$ cat config.mk
export PLATFORM = sky130hd
export DESIGN_NAME = ctrl_fsm_mac
export DESIGN_NICKNAME = d
export VERILOG_FILES = /design/src/rtl/ctrl_fsm_mac_pkg.sv /design/src/rtl/ctrl_mod_cnt.sv /design/src/rtl/ctrl_fsm_mac.sv
export SDC_FILE = /design/constraint.sdc
export NUM_CORES = 1
export LEC_CHECK = 0
export CAP_MARGIN = 20
export CORE_UTILIZATION = 49
export CTS_CLUSTER_DIAMETER = 30
export CTS_CLUSTER_SIZE = 40
export DETAILED_ROUTE_END_ITERATION = 10
export PLACE_DENSITY = 0.79
export SLEW_MARGIN = 20
export SYNTH_ARGS = -nofsm -noshare
export SYNTH_HDL_FRONTEND = slang
export SYNTH_SLANG_ARGS = --single-unit
$ cat constraint.sdc
create_clock -name clk -period 2.45 [get_ports clk]
set_clock_uncertainty 0.2 [all_clocks]
set_input_delay 0.49 -clock clk [delete_from_list [all_inputs] [get_ports clk]]
set_output_delay 0.49 -clock clk [all_outputs]
set_load 0.005 [all_outputs]
$ cat src/rtl/ctrl_fsm_mac_pkg.sv
// Shared definitions for the SMAC MAC-job controller: state encoding and default geometry.
package ctrl_fsm_mac_pkg;

    localparam int unsigned PA_DEFAULT  = 8;
    localparam int unsigned NPW_DEFAULT = 8;

    typedef enum logic [2:0] {
        ST_IDLE = 3'd0,
        ST_CLR  = 3'd1,
        ST_ACC  = 3'd2,
        ST_WB   = 3'd3,
        ST_OUT  = 3'd4,
        ST_DONE = 3'd5
    } ctrl_mac_state_t;

endpackage

$ cat src/rtl/ctrl_mod_cnt.sv
// Generic up-counter with clear, enable and terminal compare; optionally wraps to zero
// when enabled while sitting on the terminal value.
module ctrl_mod_cnt #(
    parameter int unsigned W    = 4,
    parameter bit          WRAP = 1'b1
) (
    input  logic         clk,
    input  logic         rst_n,
    input  logic         clr_i,
    input  logic         en_i,
    input  logic [W-1:0] term_i,
    output logic [W-1:0] cnt_o,
    output logic         at_term_o
);

    logic [W-1:0] cnt_q;
    logic [W-1:0] cnt_d;

    assign at_term_o = (cnt_q == term_i);
    assign cnt_o     = cnt_q;

    // Clear beats enable so an abort or a new pass always starts from zero.
    always_comb begin
        cnt_d = cnt_q;
        if (clr_i) begin
            cnt_d = '0;
        end else if (en_i) begin
            if (WRAP && at_term_o) begin
                cnt_d = '0;
            end else begin
                cnt_d = cnt_q + W'(1);
            end
        end
    end

    always_ff @(posedge clk or negedge rst_n) begin
        if (!rst_n) begin
            cnt_q <= '0;
        end else begin
            cnt_q <= cnt_d;
        end
    end

endmodule

$ cat src/rtl/ctrl_fsm_mac.sv
// Control FSM for one MAC accumulation job: clear, Pa-beat accumulate into AC1,
// write back to AC2 and hand the result off, repeated for num_pass passes.
module ctrl_fsm_mac
    import ctrl_fsm_mac_pkg::*;
#(
    parameter int unsigned Pa  = PA_DEFAULT,
    parameter int unsigned NPW = NPW_DEFAULT
) (
    input  logic                 clk,
    input  logic                 rst_n,
    input  logic                 start,
    input  logic [NPW-1:0]       num_pass,
    input  logic                 abort,
    input  logic                 in_valid,
    input  logic                 out_ready,
    output logic                 in_ready,
    output logic                 ac1_en,
    output logic                 ac1_cnt,
    output logic                 cnt_clear,
    output logic                 acc_clr,
    output logic                 ac2_en,
    output logic                 out_valid,
    output logic                 busy,
    output logic                 done,
    output logic [$clog2(Pa):0]  beat_idx,
    output logic [NPW-1:0]       pass_idx
);

    localparam int unsigned BW = $clog2(Pa) + 1;

    ctrl_mac_state_t state_q;
    ctrl_mac_state_t state_d;
    logic [NPW-1:0]  num_pass_q;
    logic [NPW-1:0]  num_pass_d;

    logic beat_clr;
    logic beat_last;
    logic pass_clr;
    logic pass_inc;
    logic pass_last;

    // Beat counter wraps on the last beat so it never registers Pa.
    ctrl_mod_cnt #(
        .W    (BW),
        .WRAP (1'b1)
    ) u_beat_cnt (
        .clk       (clk),
        .rst_n     (rst_n),
        .clr_i     (beat_clr),
        .en_i      (ac1_cnt),
        .term_i    (BW'(Pa - 1)),
        .cnt_o     (beat_idx),
        .at_term_o (beat_last)
    );

    // Terminal is num_pass-1 so the compare flags the handshake that completes the job.
    ctrl_mod_cnt #(
        .W    (NPW),
        .WRAP (1'b0)
    ) u_pass_cnt (
        .clk       (clk),
        .rst_n     (rst_n),
        .clr_i     (pass_clr),
        .en_i      (pass_inc),
        .term_i    (num_pass_q - NPW'(1)),
        .cnt_o     (pass_idx),
        .at_term_o (pass_last)
    );

    always_comb begin
        state_d    = state_q;
        num_pass_d = num_pass_q;
        in_ready   = 1'b0;
        ac1_en     = 1'b0;
        ac1_cnt    = 1'b0;
        cnt_clear  = 1'b0;
        acc_clr    = 1'b0;
        ac2_en     = 1'b0;
        out_valid  = 1'b0;
        done       = 1'b0;
        beat_clr   = 1'b0;
        pass_clr   = 1'b0;
        pass_inc   = 1'b0;
        busy       = (state_q != ST_IDLE);

        if (abort && (state_q != ST_IDLE)) begin
            state_d   = ST_IDLE;
            cnt_clear = 1'b1;
            beat_clr  = 1'b1;
            pass_clr  = 1'b1;
        end else begin
            case (state_q)
                ST_IDLE: begin
                    if (start) begin
                        num_pass_d = num_pass;
                        pass_clr   = 1'b1;
                        state_d    = (num_pass == '0) ? ST_DONE : ST_CLR;
                    end
                end
                ST_CLR: begin
                    cnt_clear = 1'b1;
                    acc_clr   = 1'b1;
                    beat_clr  = 1'b1;
                    state_d   = ST_ACC;
                end
                ST_ACC: begin
                    in_ready = 1'b1;
                    if (in_valid) begin
                        ac1_en  = 1'b1;
                        ac1_cnt = 1'b1;
                        if (beat_last) begin
                            state_d = ST_WB;
                        end
                    end
                end
                ST_WB: begin
                    ac2_en  = 1'b1;
                    state_d = ST_OUT;
                end
                ST_OUT: begin
                    out_valid = 1'b1;
                    if (out_ready) begin
                        pass_inc = 1'b1;
                        state_d  = pass_last ? ST_DONE : ST_CLR;
                    end
                end
                ST_DONE: begin
                    done     = 1'b1;
                    pass_clr = 1'b1;
                    state_d  = ST_IDLE;
                end
                default: begin
                    state_d = ST_IDLE;
                end
            endcase
        end
    end

    always_ff @(posedge clk or negedge rst_n) begin
        if (!rst_n) begin
            state_q    <= ST_IDLE;
            num_pass_q <= '0;
        end else begin
            state_q    <= state_d;
            num_pass_q <= num_pass_d;
        end
    end

endmodule

## Yosys cells after proc, flatten, opt, wreduce, memory -nomap -nowiden

Cells that the tools add are included.

| word-level totals | value |
|---|---|
| flip-flop bits (word level) | 23 |
| word-level logic and storage cells | 60 |

| operators by class | value |
|---|---|
| multiplexer cells | 33 |
| reductions and logical operators | 8 |
| equal/unequal tests | 11 |
| bitwise gates (word level) | 1 |
| add/sub/neg operators | 3 |

Operators with widths:

| cell | count |
|---|---|
| two-way mux 3 bit | 7 |
| two-way mux 1 bit | 19 |
| two-way mux 8 bit | 2 |
| one-hot mux 3 bit (5 select lines) | 1 |
| two-way mux 4 bit | 3 |
| inequality test 3 bit (second input constant) | 4 |
| adder 8 x 1 -> 8 bit (second input constant) | 1 |
| == test 8 bit | 1 |
| logical NOT 8 bit | 1 |
| subtractor 8 x 1 -> 8 bit (second input constant) | 1 |
| == test 3 x 2 -> 1 bit (second input constant) | 2 |
| == test 3 bit (second input constant) | 2 |
| adder 4 x 1 -> 4 bit (second input constant) | 1 |
| == test 4 x 3 -> 1 bit (second input constant) | 1 |
| AND reduction 4 bit | 1 |
| nonzero test 2 bit | 2 |
| == test 3 x 1 -> 1 bit (second input constant) | 1 |
| logical NOT 3 bit | 1 |
| AND reduction 3 bit | 1 |
| nonzero test 3 bit | 1 |
| one-hot mux 1 bit (2 select lines) | 1 |
| logical AND 1 bit | 1 |
| NOT 1 bit | 1 |

## Depth between registers and ports, before layout

| logic depth | value |
|---|---|
| word-level depth | 6 |
| mapped depth | 7 |
| mapped depth without buffers | 7 |

## Modules after synthesis

Synthesis repeated with hierarchy kept, for this count alone.

| second synthesis, totals | value |
|---|---|
| cell total of the unflattened synthesis | 167 |
| area, all modules | 1,576.5 µm² |

Modules (own cells, without submodules):

| module | sequential area each (µm²) | cells each | area an instance (µm²) | instances |
|---|---|---|---|---|
| ctrl_fsm_mac | 275.3 | 91 | 815.8 | 1 |
| ctrl_mod_cnt (u_pass_cnt) | 200.2 | 49 | 476.7 | 1 |
| ctrl_mod_cnt (u_beat_cnt) | 100.1 | 27 | 284.0 | 1 |

## Least setup slack after synthesis

No wires, ideal clock.

| timing | value |
|---|---|
| kind | input-to-output |
| from | input port abort |
| to | output port ac1_en |
| arrival | 1,403 ps |
| buffers on the path | 3 |
| stages | 5 |
| path slack | 357 ps |
| path through | clkbuf_1 > nor4b_2 > and2_1 > buf_2 > buf_4 |

| between the ends | value |
|---|---|
| cells in the longest elaborated chain, start to end | 2 |

Ends and longest elaborated chain:

| item | line | text |
|---|---|---|
| from (decl) | ctrl_fsm_mac.sv:13 | `input logic abort,` |
| logical AND 1 bit | ctrl_fsm_mac.sv:86 | `if (abort && (state_q != ST_IDLE)) begin` |
| two-way mux 1 bit | -- |  |
| to (decl) | ctrl_fsm_mac.sv:17 | `output logic ac1_en,` |

Every way passes these cells.

## Worst setup path after layout

| timing | value |
|---|---|
| from | input port abort |
| to | output port in_ready |

| between the ends | value |
|---|---|
| cells in the longest elaborated chain, start to end | 2 |

Ends and longest elaborated chain:

| item | line | text |
|---|---|---|
| logical AND 1 bit | ctrl_fsm_mac.sv:86 |  |
| two-way mux 1 bit | ctrl_fsm_mac.sv:86 |  |
| to (decl) | ctrl_fsm_mac.sv:16 | `output logic in_ready,` |

Every way passes these cells.

==> results.py <==
metrics = {
    "cells_and_area": {
        "fillers": 231,
        "areaGrowthSynthToFinish_pct": 32.78,
        "share_of_final_layout_standard_cells_stronger_than_drive_strength_1_pct": 16.58,
        "fin_util_pct": 68.92,
        "net_count_of_the_finished_layout": 211,
        "most_common_cell_after_layout_fill_and_taps_aside": "sky130_fd_sc_hd__clkdlybuf4s50_1",
        "most-common-layout-cells": "29 x sky130_fd_sc_hd__clkdlybuf4s50_1, 21 x sky130_fd_sc_hd__dfrtp_1, 18 x sky130_fd_sc_hd__nor2_1",
        "n_antenna_cell": 0,
    },
    "floorplanning": {
        "chipWidth_um": 56.05,
        "die_h_um": 56.05,
        "core.rowCount": 19,
        "io_pins": 35,
        "design.core.area_um2": 2758,
        "starting_density_of_the_core_pct": 51.91,
        "die_area_um2": 3141,
    },
    "min_path": {
        "timing.hold.worst.class": "in -> async",
    },
    "setup_path": {
        "crit_path_end_kind": "output port",
        "worstSetupStartpointType": "primary input",
        "max_stage_delay_ns": 0.49,
        "worst-endpoint-required_ns": 1.76,
        "crit_fanout": 4,
        "setup_cp_type": "in -> out",
        "worst_path_max_delay_cell": "sky130_fd_sc_hd__clkdlybuf4s50_1",
        "worstPathCellList": "dlygate4sd2_1, nor4b_2, buf_4, clkdlybuf4s50_1",
        "arrival_time_reported_for_the_critical_path_endpoint_ns": 1.72,
    },
    "clock_network": {
        "ctsHtreeMaxLevel": 1,
        "clk_root_buffer_cell": "sky130_fd_sc_hd__clkbuf_4",
        "cts_inserted_buffers": 3,
        "clock_path_buffers": 2,
        "clock_latency_ns": 0.31,
        "cts.reportedPaths.clkPinSlew_ns": 0.13,
        "cts_hold_buf": 0,
        "clock_sinks": 23,
        "tritoncts": "yes",
    },
    "sta": {
        "layout_worst_path_cycle_share_pct": 98.36,
        "report.final.hold_viol_count": 0,
        "fin_hold_ws_ns": 0.3144,
        "worst_pin_slew_ns": 0.4229,
        "final_setup_violation_count": 0,
        "timing.final.max_slew_violations": 0,
        "fin_setup_tns_ns": 0,
        "fmax_mhz": 415.0,
        "finalWorstPathRequiredPeriod_ns": 2.410,
        "timing.max_slew.rel_slack_pct": 71.59,
    },
    "global_route": {
        "first_global_vias": 1151,
        "groute.usage.overall_pct": 20.21,
        "grt_max_degree": 24,
        "grt_remaining_overflow": 0,
        "global_route_wire_length_before_repair_mm": 5.092,
        "grt_antenna_before_repair": 0,
    },
    "drt": {
        "route.met2.wl_mm": 1.609,
        "route.final.wire_length_mm": 3.199,
        "initialDrtViolationCount": 29,
        "met3WireLength_um": 126,
        "top_layer_used": "met4",
        "initial_drt_pass_iterations": 4,
        "detail_route.wirelength.met1_mm": 1.445,
        "routed_wire_length_per_instance_um": 14.28,
        "detail_route.drc_violations": 0,
        "via_count": 1254,
        "vias_per_cell": 5.598,
        "route.antenna.remaining_nets": 0,
    },
    "synth": {
        "sequential_share_of_the_synthesized_area_pct": 40.21,
        "ys_top_cells_by_area": "sky130_fd_sc_hd__dfrtp_1 40%, sky130_fd_sc_hd__xnor2_1 7.3%, sky130_fd_sc_hd__mux2_2 5.5%",
        "yosys_most_used_dff": "sky130_fd_sc_hd__dfrtp_1",
        "synth.top_cell.area_share_pct": 40.21,
        "async_reset_ff_share_pct": 100.0,
        "synth_fp_nets": 168,
        "yosysTopAreaCell": "sky130_fd_sc_hd__dfrtp_1",
        "synth_cell_types": 37,
        "ys_ff_latch": 23,
        "synth_cells": 151,
        "avgSynthCellArea_um2": 9.479,
        "number_of_flops_mapped_to_enable_cells_by_yosys": 0,
        "synth.cell_area_um2": 1431,
        "count_of_warnings_emitted_by_yosys": 0,
    },
    "power": {
        "power.static_leakage_nw": 0.8370,
        "ir_drop_mv": 0.6968,
        "clock_power_share_pct": 11.1,
        "total_switching_power_mw": 0.6190,
        "power.share.combinational_pct": 51.5,
        "pwr_density_cell_nw_per_um2": 837.5,
        "power.internal_mw": 0.9727,
        "power.share.switching_pct": 38.89,
        "seqPwrFrac_pct": 37.4,
    },
    "placement": {
        "place.port_buffers": 34,
        "dp_hpwl_mm": 2.385,
        "place_congestion": 0.8347,
    },
    "job": {
        "max_cap_viol_count": 0,
    },
    "status": {
        "outcome": "finished, final reports clean",
    },
}
-- power groups by stage --
stage          registers [mW]  clock network, mW  logic (mW)
3_5_place_dp            0.608                  0       0.764
3_3_place_gp            0.601                  0       0.739
2_1_floorplan           0.554                  0       0.584
6_report                0.596              0.176       0.820
5_1_grt                 0.608              0.196       0.898
4_1_cts                 0.597              0.182       0.782
-- layout make-up --
cell class                 instances  area [um2]  area share, %
multi-input combinational        115       804.5          42.33
sequential                        23       578.1          30.41
timing repair buffer              46       432.9          22.78
tap                               31       38.79          2.041
clock buffer                       3       22.52          1.185
inverter                           5       18.77         0.9875
clock inverter                     1       5.005         0.2633
-- worst max-delay path, delay by kind of cell --
| family | cells | cell delay [ns] |
|---|---|---|
| buffers and inverters | 3 | 0.92 |
| and+or+nand+nor | 1 | 0.31 |
-- cells by family after synthesis --
kind of cell | Yosys count | synth area share, %
AO/OA/AOI/OAI | 14 | 6.207
XOR/XNOR | 20 | 12.24
adder cells (fa/ha/maj) | 3 | 2.623
buffers and inverters | 13 | 5.157
flip-flops | 23 | 40.21
multiplexers | 12 | 9.004
AND/OR/NAND/NOR | 66 | 24.56
-- path summary, 6_finish.rpt --
path / startpoint / endpoint / slack [ns] / depth (start not counted)
min in group clk: num_pass_q[7] / num_pass_q[7] / 0.34 / 1
max reg2reg: num_pass_q[0] / state_q[2] / 0.23 / 7
max: abort / in_ready / 0.04 / 4
min reg2reg: num_pass_q[7] / num_pass_q[7] / 0.34 / 1
min: rst_n / state_q[1] / 0.31 / 2
max in group asynchronous: rst_n / state_q[2] / 1.48 / 2
-- synth_stat cells, types with 3 or more instances --
master,n
sky130_fd_sc_hd__dfrtp_1,23
sky130_fd_sc_hd__nor2_1,19
sky130_fd_sc_hd__xnor2_1,12
sky130_fd_sc_hd__nand2_1,8
sky130_fd_sc_hd__xor2_1,8
sky130_fd_sc_hd__mux2_2,7
sky130_fd_sc_hd__nor3_1,7
sky130_fd_sc_hd__inv_1,5
sky130_fd_sc_hd__mux2i_1,5
sky130_fd_sc_hd__nand3_1,5
sky130_fd_sc_hd__nand4_1,5
sky130_fd_sc_hd__and3_1,4
sky130_fd_sc_hd__nand2b_1,4
sky130_fd_sc_hd__o21ai_0,4
sky130_fd_sc_hd__ha_1,3
sky130_fd_sc_hd__nor2b_1,3
sky130_fd_sc_hd__nor4_1,3
-- registers in the layout, summed over array words and instances (netlist names) --
| register | count |
|---|---|
| num_pass_q | 8 |
| u_beat_cnt.cnt_o | 4 |
| u_pass_cnt.cnt_o | 8 |
| state_q | 3 |
-- stage by stage --
stage	worst slack [ns]	instance area [um2]	std cells	total power [mW]
6_report	0.04010	1901	224	1.592
5_1_grt	-0.007856	1901	224	1.702
4_1_cts	0.009829	1861	221	1.561
2_1_floorplan	0.3570	1431	151	1.138
3_5_place_dp	-0.1914	1808	215	1.372
3_3_place_gp	-0.1439	1808	215	1.340
-- per-layer routing --
layer  vias up  global-route usage, %
li1        611                      -
met1       605                  26.70
met2        36                  35.37
met5         -                      0
met3         2                  2.791
met4         0                  4.181
-- what timing repair did --
item                       4_1_cts  5_1_grt
resized for setup                6        6
setup buffers                    2        3
pin swaps                        2        2
setup endpoints to repair        7        6
(Power assumes the default switching activity.)
